==> src/rtl/uart_pkg.sv <==
// Shared types for the parametrised UART transmitter: parity modes, FSM states
// and the idle line level.
package uart_pkg;

    typedef enum logic [1:0] {
        PAR_NONE = 2'd0,
        PAR_ODD  = 2'd1,
        PAR_EVEN = 2'd2
    } parity_e;

    typedef enum logic [2:0] {
        IDLE    = 3'd0,
        START   = 3'd1,
        DATA    = 3'd2,
        PARITY  = 3'd3,
        STOP    = 3'd4,
        CLEANUP = 3'd5
    } tx_state_e;

    localparam logic IDLE_LINE = 1'b1;

    // Parity bit from the XOR of the payload; odd mode inverts it.
    function automatic logic parity_bit(input logic data_xor, input parity_e mode);
        return data_xor ^ (mode == PAR_ODD);
    endfunction

endpackage

==> src/rtl/uart_tx_fifo.sv <==
// Synchronous TX FIFO with registered full/empty/count. Pointers carry one
// extra MSB so full and empty are told apart when the indices match.
module uart_tx_fifo #(
    parameter int unsigned DATA_W = 8,
    parameter int unsigned DEPTH  = 4
) (
    input  logic                          clk,
    input  logic                          rst,
    input  logic                          push_i,
    input  logic [DATA_W-1:0]             data_i,
    input  logic                          pop_i,
    output logic [DATA_W-1:0]             data_o,
    output logic                          full_o,
    output logic                          empty_o,
    output logic [$clog2(DEPTH):0]        count_o
);

    localparam int unsigned AW = $clog2(DEPTH);
    localparam int unsigned PW = AW + 1;

    logic [DATA_W-1:0] mem_q [DEPTH];
    logic [PW-1:0]     wptr_q, wptr_d;
    logic [PW-1:0]     rptr_q, rptr_d;
    logic [PW-1:0]     count_q;
    logic              full_q, empty_q;
    logic              do_push, do_pop;

    assign do_push = push_i && !full_q;
    assign do_pop  = pop_i && !empty_q;

    // Next pointer values.
    always_comb begin
        wptr_d = wptr_q + PW'(do_push);
        rptr_d = rptr_q + PW'(do_pop);
    end

    // Storage; contents need no reset since pointers define validity.
    always_ff @(posedge clk) begin
        if (do_push) begin
            mem_q[wptr_q[AW-1:0]] <= data_i;
        end
    end

    // Pointers and registered status flags.
    always_ff @(posedge clk or posedge rst) begin
        if (rst) begin
            wptr_q  <= '0;
            rptr_q  <= '0;
            count_q <= '0;
            full_q  <= 1'b0;
            empty_q <= 1'b1;
        end else begin
            wptr_q  <= wptr_d;
            rptr_q  <= rptr_d;
            count_q <= wptr_d - rptr_d;
            full_q  <= (wptr_d[AW] != rptr_d[AW]) && (wptr_d[AW-1:0] == rptr_d[AW-1:0]);
            empty_q <= (wptr_d == rptr_d);
        end
    end

    assign data_o  = mem_q[rptr_q[AW-1:0]];
    assign full_o  = full_q;
    assign empty_o = empty_q;
    assign count_o = count_q;

endmodule

==> src/rtl/uart_tx_param.sv <==
// Parametrised buffered UART transmitter (start, DATA_BITS LSB-first, optional
// parity, STOP_BITS stop bits). Define UART_TX_FIFO_EN for a FIFO_DEPTH-entry
// input FIFO; otherwise a single holding register, freed when its frame ends.
module uart_tx_param
    import uart_pkg::*;
#(
    parameter int unsigned CLKS_PER_BIT = 87,
    parameter int unsigned DATA_BITS    = 8,
    parameter int unsigned PARITY_MODE  = 0,
    parameter int unsigned STOP_BITS    = 1,
    parameter int unsigned FIFO_DEPTH   = 4
) (
    input  logic                          clk,
    input  logic                          rst,
    input  logic                          i_TX_DV,
    input  logic [DATA_BITS-1:0]          i_TX_Byte,
    output logic                          o_TX_Ready,
    output logic                          o_TX_Overflow,
    output logic [$clog2(FIFO_DEPTH):0]   o_TX_Count,
    output logic                          o_TX_Active,
    output logic                          o_TX_Serial,
    output logic                          o_TX_Done
);

    localparam int unsigned CNT_W    = $clog2(FIFO_DEPTH) + 1;
    localparam int unsigned BAUD_W   = $clog2(CLKS_PER_BIT);
    localparam int unsigned STOP_CYC = STOP_BITS * CLKS_PER_BIT;
    localparam int unsigned STOP_W   = $clog2(STOP_CYC);
    localparam int unsigned IDX_W    = $clog2(DATA_BITS);
    localparam parity_e     PAR_MODE = parity_e'(2'(PARITY_MODE));

    tx_state_e            state_q;
    logic [BAUD_W-1:0]    baud_q;
    logic [STOP_W-1:0]    stop_q;
    logic [IDX_W-1:0]     idx_q;
    logic [DATA_BITS-1:0] shift_q;
    logic                 par_q;
    logic                 serial_q, active_q, done_q, ovf_q;

    logic                 avail_c, take_c, ready_c, bit_end_c;
    logic [DATA_BITS-1:0] head_c;
    logic [CNT_W-1:0]     count_c;

`ifdef UART_TX_FIFO_EN
    logic fifo_full, fifo_empty;

    // Input FIFO; the FSM pops the head when a frame starts.
    uart_tx_fifo #(
        .DATA_W (DATA_BITS),
        .DEPTH  (FIFO_DEPTH)
    ) u_fifo (
        .clk     (clk),
        .rst     (rst),
        .push_i  (i_TX_DV),
        .data_i  (i_TX_Byte),
        .pop_i   (take_c),
        .data_o  (head_c),
        .full_o  (fifo_full),
        .empty_o (fifo_empty),
        .count_o (count_c)
    );

    assign avail_c = !fifo_empty;
    assign ready_c = !fifo_full;
`else
    logic                 hold_valid_q;
    logic [DATA_BITS-1:0] hold_data_q;

    // Holding register stays occupied until its frame reaches CLEANUP.
    always_ff @(posedge clk or posedge rst) begin
        if (rst) begin
            hold_valid_q <= 1'b0;
            hold_data_q  <= '0;
        end else if (i_TX_DV && !hold_valid_q) begin
            hold_valid_q <= 1'b1;
            hold_data_q  <= i_TX_Byte;
        end else if (state_q == CLEANUP) begin
            hold_valid_q <= 1'b0;
        end
    end

    assign head_c  = hold_data_q;
    assign avail_c = hold_valid_q && (state_q != CLEANUP);
    assign ready_c = !hold_valid_q;
    assign count_c = CNT_W'(hold_valid_q);
`endif

    assign take_c    = avail_c && ((state_q == IDLE) || (state_q == CLEANUP));
    assign bit_end_c = (baud_q == BAUD_W'(CLKS_PER_BIT - 1));

    // Dropped-write indicator, one cycle after the rejected strobe.
    always_ff @(posedge clk or posedge rst) begin
        if (rst) begin
            ovf_q <= 1'b0;
        end else begin
            ovf_q <= i_TX_DV && !ready_c;
        end
    end

    // Frame FSM with baud counter, bit index, shift register and line driver.
    always_ff @(posedge clk or posedge rst) begin
        if (rst) begin
            state_q  <= IDLE;
            baud_q   <= '0;
            stop_q   <= '0;
            idx_q    <= '0;
            shift_q  <= '0;
            par_q    <= 1'b0;
            serial_q <= IDLE_LINE;
            active_q <= 1'b0;
            done_q   <= 1'b0;
        end else begin
            done_q <= 1'b0;
            unique case (state_q)
                IDLE: begin
                    serial_q <= IDLE_LINE;
                end
                START: begin
                    if (bit_end_c) begin
                        baud_q   <= '0;
                        idx_q    <= '0;
                        serial_q <= shift_q[0];
                        shift_q  <= shift_q >> 1;
                        state_q  <= DATA;
                    end else begin
                        baud_q <= baud_q + BAUD_W'(1);
                    end
                end
                DATA: begin
                    if (bit_end_c) begin
                        baud_q <= '0;
                        if (idx_q == IDX_W'(DATA_BITS - 1)) begin
                            if (PAR_MODE != PAR_NONE) begin
                                serial_q <= par_q;
                                state_q  <= PARITY;
                            end else begin
                                serial_q <= IDLE_LINE;
                                stop_q   <= '0;
                                state_q  <= STOP;
                            end
                        end else begin
                            idx_q    <= idx_q + IDX_W'(1);
                            serial_q <= shift_q[0];
                            shift_q  <= shift_q >> 1;
                        end
                    end else begin
                        baud_q <= baud_q + BAUD_W'(1);
                    end
                end
                PARITY: begin
                    if (bit_end_c) begin
                        baud_q   <= '0;
                        serial_q <= IDLE_LINE;
                        stop_q   <= '0;
                        state_q  <= STOP;
                    end else begin
                        baud_q <= baud_q + BAUD_W'(1);
                    end
                end
                STOP: begin
                    if (stop_q == STOP_W'(STOP_CYC - 1)) begin
                        stop_q  <= '0;
                        state_q <= CLEANUP;
                    end else begin
                        stop_q <= stop_q + STOP_W'(1);
                    end
                end
                CLEANUP: begin
                    done_q   <= 1'b1;
                    active_q <= 1'b0;
                    state_q  <= IDLE;
                end
                default: begin
                    state_q  <= IDLE;
                    serial_q <= IDLE_LINE;
                end
            endcase
            // Starting a frame overrides the IDLE/CLEANUP defaults above.
            if (take_c) begin
                state_q  <= START;
                baud_q   <= '0;
                serial_q <= 1'b0;
                active_q <= 1'b1;
                shift_q  <= head_c;
                par_q    <= parity_bit(^head_c, PAR_MODE);
            end
        end
    end

    assign o_TX_Ready    = ready_c;
    assign o_TX_Overflow = ovf_q;
    assign o_TX_Count    = count_c;
    assign o_TX_Active   = active_q;
    assign o_TX_Serial   = serial_q;
    assign o_TX_Done     = done_q;

endmodule

==> config.mk <==
export PLATFORM = sky130hd
export DESIGN_NAME = uart_tx_param
export DESIGN_NICKNAME = d
export VERILOG_FILES = /design/src/rtl/uart_pkg.sv /design/src/rtl/uart_tx_fifo.sv /design/src/rtl/uart_tx_param.sv
export SDC_FILE = /design/constraint.sdc
export NUM_CORES = 1
export LEC_CHECK = 0
export CAP_MARGIN = 10
export CORE_AREA = 2 2 65 67
export CTS_BUF_LIST = sky130_fd_sc_hd__clkbuf_8
export CTS_CLUSTER_DIAMETER = 120
export DETAILED_ROUTE_END_ITERATION = 8
export DIE_AREA = 0 0 67 69
export PLACE_DENSITY_LB_ADDON = 0.1
export RECOVER_POWER = 100
export SLEW_MARGIN = 10
export SYNTH_ARGS = -nofsm -noshare
export SYNTH_HDL_FRONTEND = slang
export SYNTH_SLANG_ARGS = --single-unit
==> constraint.sdc <==
create_clock -name clk -period 2 [get_ports clk]
set_input_delay 0.4 -clock clk [delete_from_list [all_inputs] [get_ports clk]]
set_output_delay 0.4 -clock clk [all_outputs]
set_load 0.03 [all_outputs]
==> summary.md <==
| Metric | Value |
|---|---|
| Storage element area | `1030 µm²` |
| # H-tree levels | `2` |
| Post-route ant nets | `0` |
| Vias/cell | `5.37` |
| Vias in the first global route | `1,447` |
| Leak pwr | `between 1 and 1.5 nW` |
| Initial antenna violation count | `0` |
| Fin crit period | `1.97 ns` |
| Worst Path Max Fanout | `7` |
| Layout cells sized above 1 | `0.138` |
| # DRC | `0` |
| Fraction of the yosys area taken by sequential cells | `0.506` |
| Layout Area Growth over Synthesis | `19.3%` |
| Worst setup path category | `flip-flop to flip-flop` |
| Max-capacitance violation count | `0` |
| Core Util, Final | `0.619` |
| TritonCTS clock tree | `yes` |
| Slowest CP cell | `dfrtp_1` |
| Period Utilization, post-route | `0.986` |
| Max-slew violation count | `0` |
| Row cnt | `23` |
| IO buf count | `16` |
| Startpoint types | `flip-flop` |
| Unrepaired setup endpoints after global routing | `yes` |
| Cells after Synth | `slightly below 200` |
| Commonest non-fill, non-tap cell in the layout | `dfrtp_1` |
| Root buffer cell | `clkbuf_8` |
| Cell family with the largest share of critical-path delay | `compound AO/OA/AOI/OAI gates` |
| Critical Path Source | `idx_q[0]$_DFFE_PP0P_` |
| CP Cell Sequence | `ha_2 -> ha_4 -> or3b_1 -> a211o_1 -> buf_12 -> mux2i_1 -> a21oi_1` |
| Yosys reg bits | `41` |
| Worst slew pin tran | `between 0.9 and 1 ns` |
| Most frequent cells in the layout | `dfrtp_1 (40), nor2_1 (21), nand2_1 (17), clkdlybuf4s50_1 (14), o21ai_0 (13)` |
| Avg Synthesized Cell Area | `between 10 and 15 µm²` |
| DP Wirelength | `2600 µm` |
| Worst reg2reg startpoint | `idx_q[0]$_DFFE_PP0P_` |
| Via count | `1,472` |
| Largest net degree at the start of global routing | `42` |
| Worst path max stage delay | `0.39 ns` |
| WP buf/inv | `1` |
| 1st-pass router iterations | `5` |
| Worst Path Required | `2.15 ns` |
| First-pass GRT wire length | `6170 µm` |
| Fillers | `346` |
| Initial Util | `0.519` |
| Worst setup path endpoint | `shift_q[2]$_DFFE_PP0P_` |
| Die X | `approximately 67 µm` |
| Mapped Area | `2030 µm²` |
| CP Depth | `7` |
| Nets | `between 200 and 250` |
| Critical path capture point type | `flip-flop` |
| Max-slew headroom | `0.334` |
| Worst flop-to-flop path endpoint | `shift_q[2]$_DFFE_PP0P_` |
| Routability cong. | `0.794` |
| Iter 0 DRT Violations | `between 40 and 50` |
| Synth unique cells | `44` |
| IO Pins | `19` |
| Area of the multi-input gates | `911 µm²` |
| TritonCTS Sinks | `41` |
| CTS buffer count | `5` |
| Clk pin slew, worst setup/hold paths | `around 0.08 ns` |
| Setup-failing EPs final | `0` |
| Area of the core | `slightly below 4000 µm²` |
| Final Hold Vio Count | `0` |
| Die Area | `4620 µm²` |
| Worst-Skew Late Latency | `0.29 ns` |
| GRT overflow | `0` |
| FF-to-FF setup slack | `0.03 ns` |
| Antenna cells | `0` |
| R2R depth | `7` |
| Power density over the cells | `994 nW/µm²` |
| Routed WL per cell | `13.5 µm` |
| CP arrival | `2.13 ns` |
| DRT Wirelength | `3700 µm` |
| Fmax | `0.507 GHz` |
| HP Class | `flip-flop to flip-flop` |
| Layout Skew | `0.00389 ns` |
| Tot GR Track Use | `0.171` |
| Die extent in y | `69 µm` |
| Clock buffer depth | `2` |
| Status | `completed` |
| Setup_tns | `0 ns` |
| Synth Warn # | `0` |
| Max IR drop VDD | `0.700 mV` |
| Hold Buf Count CTS | `0` |
## synth_stat cells
cell type	count	area share
o22ai_1	1	0.0031
nand4_1	4	0.012
a211o_1	1	0.0043
conb_1	1	0.0018
mux2_2	7	0.039
nor4bb_1	1	0.0049
nand3_1	6	0.015
nand2_1	17	0.031
or3b_1	1	0.0043
xor2_1	4	0.017
o21ai_1	1	0.0025
a31oi_1	1	0.0031
ha_1	6	0.037
and2_1	2	0.0062
clkbuf_1	2	0.0037
nor4_1	2	0.0062
o221ai_1	1	0.0043
nor2_1	21	0.039
dfrtp_1	40	0.49
buf_4	3	0.011
dfstp_2	1	0.013
mux2i_1	8	0.039
a21oi_1	10	0.025
a21boi_0	1	0.0037
nor3b_2	1	0.0062
nor3_1	4	0.0099
or2_1	1	0.0031
buf_8	1	0.0074
nand4b_1	1	0.0043
xnor2_1	5	0.022
nor2b_1	3	0.0092
buf_6	2	0.011
nor3b_1	2	0.0074
and3_1	1	0.0031
inv_1	6	0.011
o211ai_1	1	0.0037
o21ai_0	13	0.032
nand2b_1	3	0.0092
a211oi_1	1	0.0037
a21o_1	2	0.0074
buf_2	4	0.0099
or3_1	3	0.0092
and4b_1	1	0.0049
or3b_4	1	0.0055
## repair_timing
action	4_1_cts	5_1_grt
gates resized for setup	0	3
setup endpoints to repair	4	7
pin swaps	1	3
endpoints found under the hold margin	0	0
setup buffers	0	1
cloned	0	1
## per-stage QoR
step / instance area [µm²] / worst slack (ns) / hold WS (ns) / instances / power, mW
global route: 2420 / -0.0533 / 0.528 / 274 / 2.55
floorplan: 2030 / 0.0199 / 0.452 / 199 / 1.57
global placement: 2280 / 0.0692 / 0.464 / 264 / 1.71
CTS: 2400 / 0.0160 / 0.464 / 272 / 2.45
detailed placement: 2280 / -0.00532 / 0.474 / 264 / 1.75
finish: 2420 / 0.0285 / 0.481 / 274 / 2.41
## worst min-delay path: stages, from the launching register on
cell and delay (ns):
dfrtp_1 0.34, nand2_1 0.05, nand2_1 0.06
## cells by family (layout without fill, tap and decap cells)
family                     after synthesis  count (layout)  share of synthesized area
adders and majority gates                6               6                     0.0370
and+or+nand+nor                         75              75                      0.191
xor gates and xnor gates                 9               9                     0.0388
other                                    1               2                    0.00185
DFF                                     41              41                      0.506
AOI/OAI and AO/OA                       33              33                     0.0925
muxes                                   15              15                     0.0783
buffers and inverters                   18              43                     0.0543
## area by class of cell
| cell class | instances | share of cell area |
|---|---|---|
| clock buffer | 6 | 0.0341 |
| sequential | 41 | 0.424 |
| inverter | 6 | 0.00930 |
| tap | 50 | 0.0258 |
| clock inverter | 2 | 0.0155 |
| timing repair buffer | 29 | 0.115 |
| multi-input combinational | 140 | 0.376 |
## worst min-delay path by stage
| stage | end | depth (start not counted) | from |
|---|---|---|---|
| after floorplan | idx_q[1]$_DFFE_PP0P_ | 2 | idx_q[1]$_DFFE_PP0P_ |
| after global placement | o_TX_Active$_DFFE_PP0P_ | 2 | o_TX_Active$_DFFE_PP0P_ |
| after detailed placement | o_TX_Active$_DFFE_PP0P_ | 2 | o_TX_Active$_DFFE_PP0P_ |
| after CTS | stop_q[6]$_DFFE_PP0P_ | 3 | rst |
| after global routing | o_TX_Active$_DFFE_PP0P_ | 2 | o_TX_Active$_DFFE_PP0P_ |
| final | o_TX_Active$_DFFE_PP0P_ | 2 | o_TX_Active$_DFFE_PP0P_ |
## state kept, by name, summed over array words and instances (netlist names)
| name | cells |
|---|---|
| head_c | 8 |
| shift_q | 8 |
| baud_q | 7 |
| stop_q | 7 |
| idx_q | 3 |
| state_q | 3 |
| hold_valid_q | 1 |
| o_TX_Active | 1 |
| o_TX_Done | 1 |
| o_TX_Overflow | 1 |
| o_TX_Serial | 1 |
## routing by layer
layer | part of all wire | up-vias | track usage
met1 | 0.44 | 719 | 0.216
li1 | - | 727 | -
met5 | 0 | - | 0
met2 | 0.52 | 21 | 0.278
met4 | 0.011 | 0 | 0.0544
met3 | 0.027 | 5 | 0.0506
## report_power, final
| part | switching (mW) | total (mW) | internal [mW] |
|---|---|---|---|
| Combinational | 0.245 | 0.519 | 0.274 |
| Clock | 0.286 | 0.692 | 0.406 |
| Sequential | 0.153 | 1.20 | 1.04 |
(Power assumes the default switching activity.)
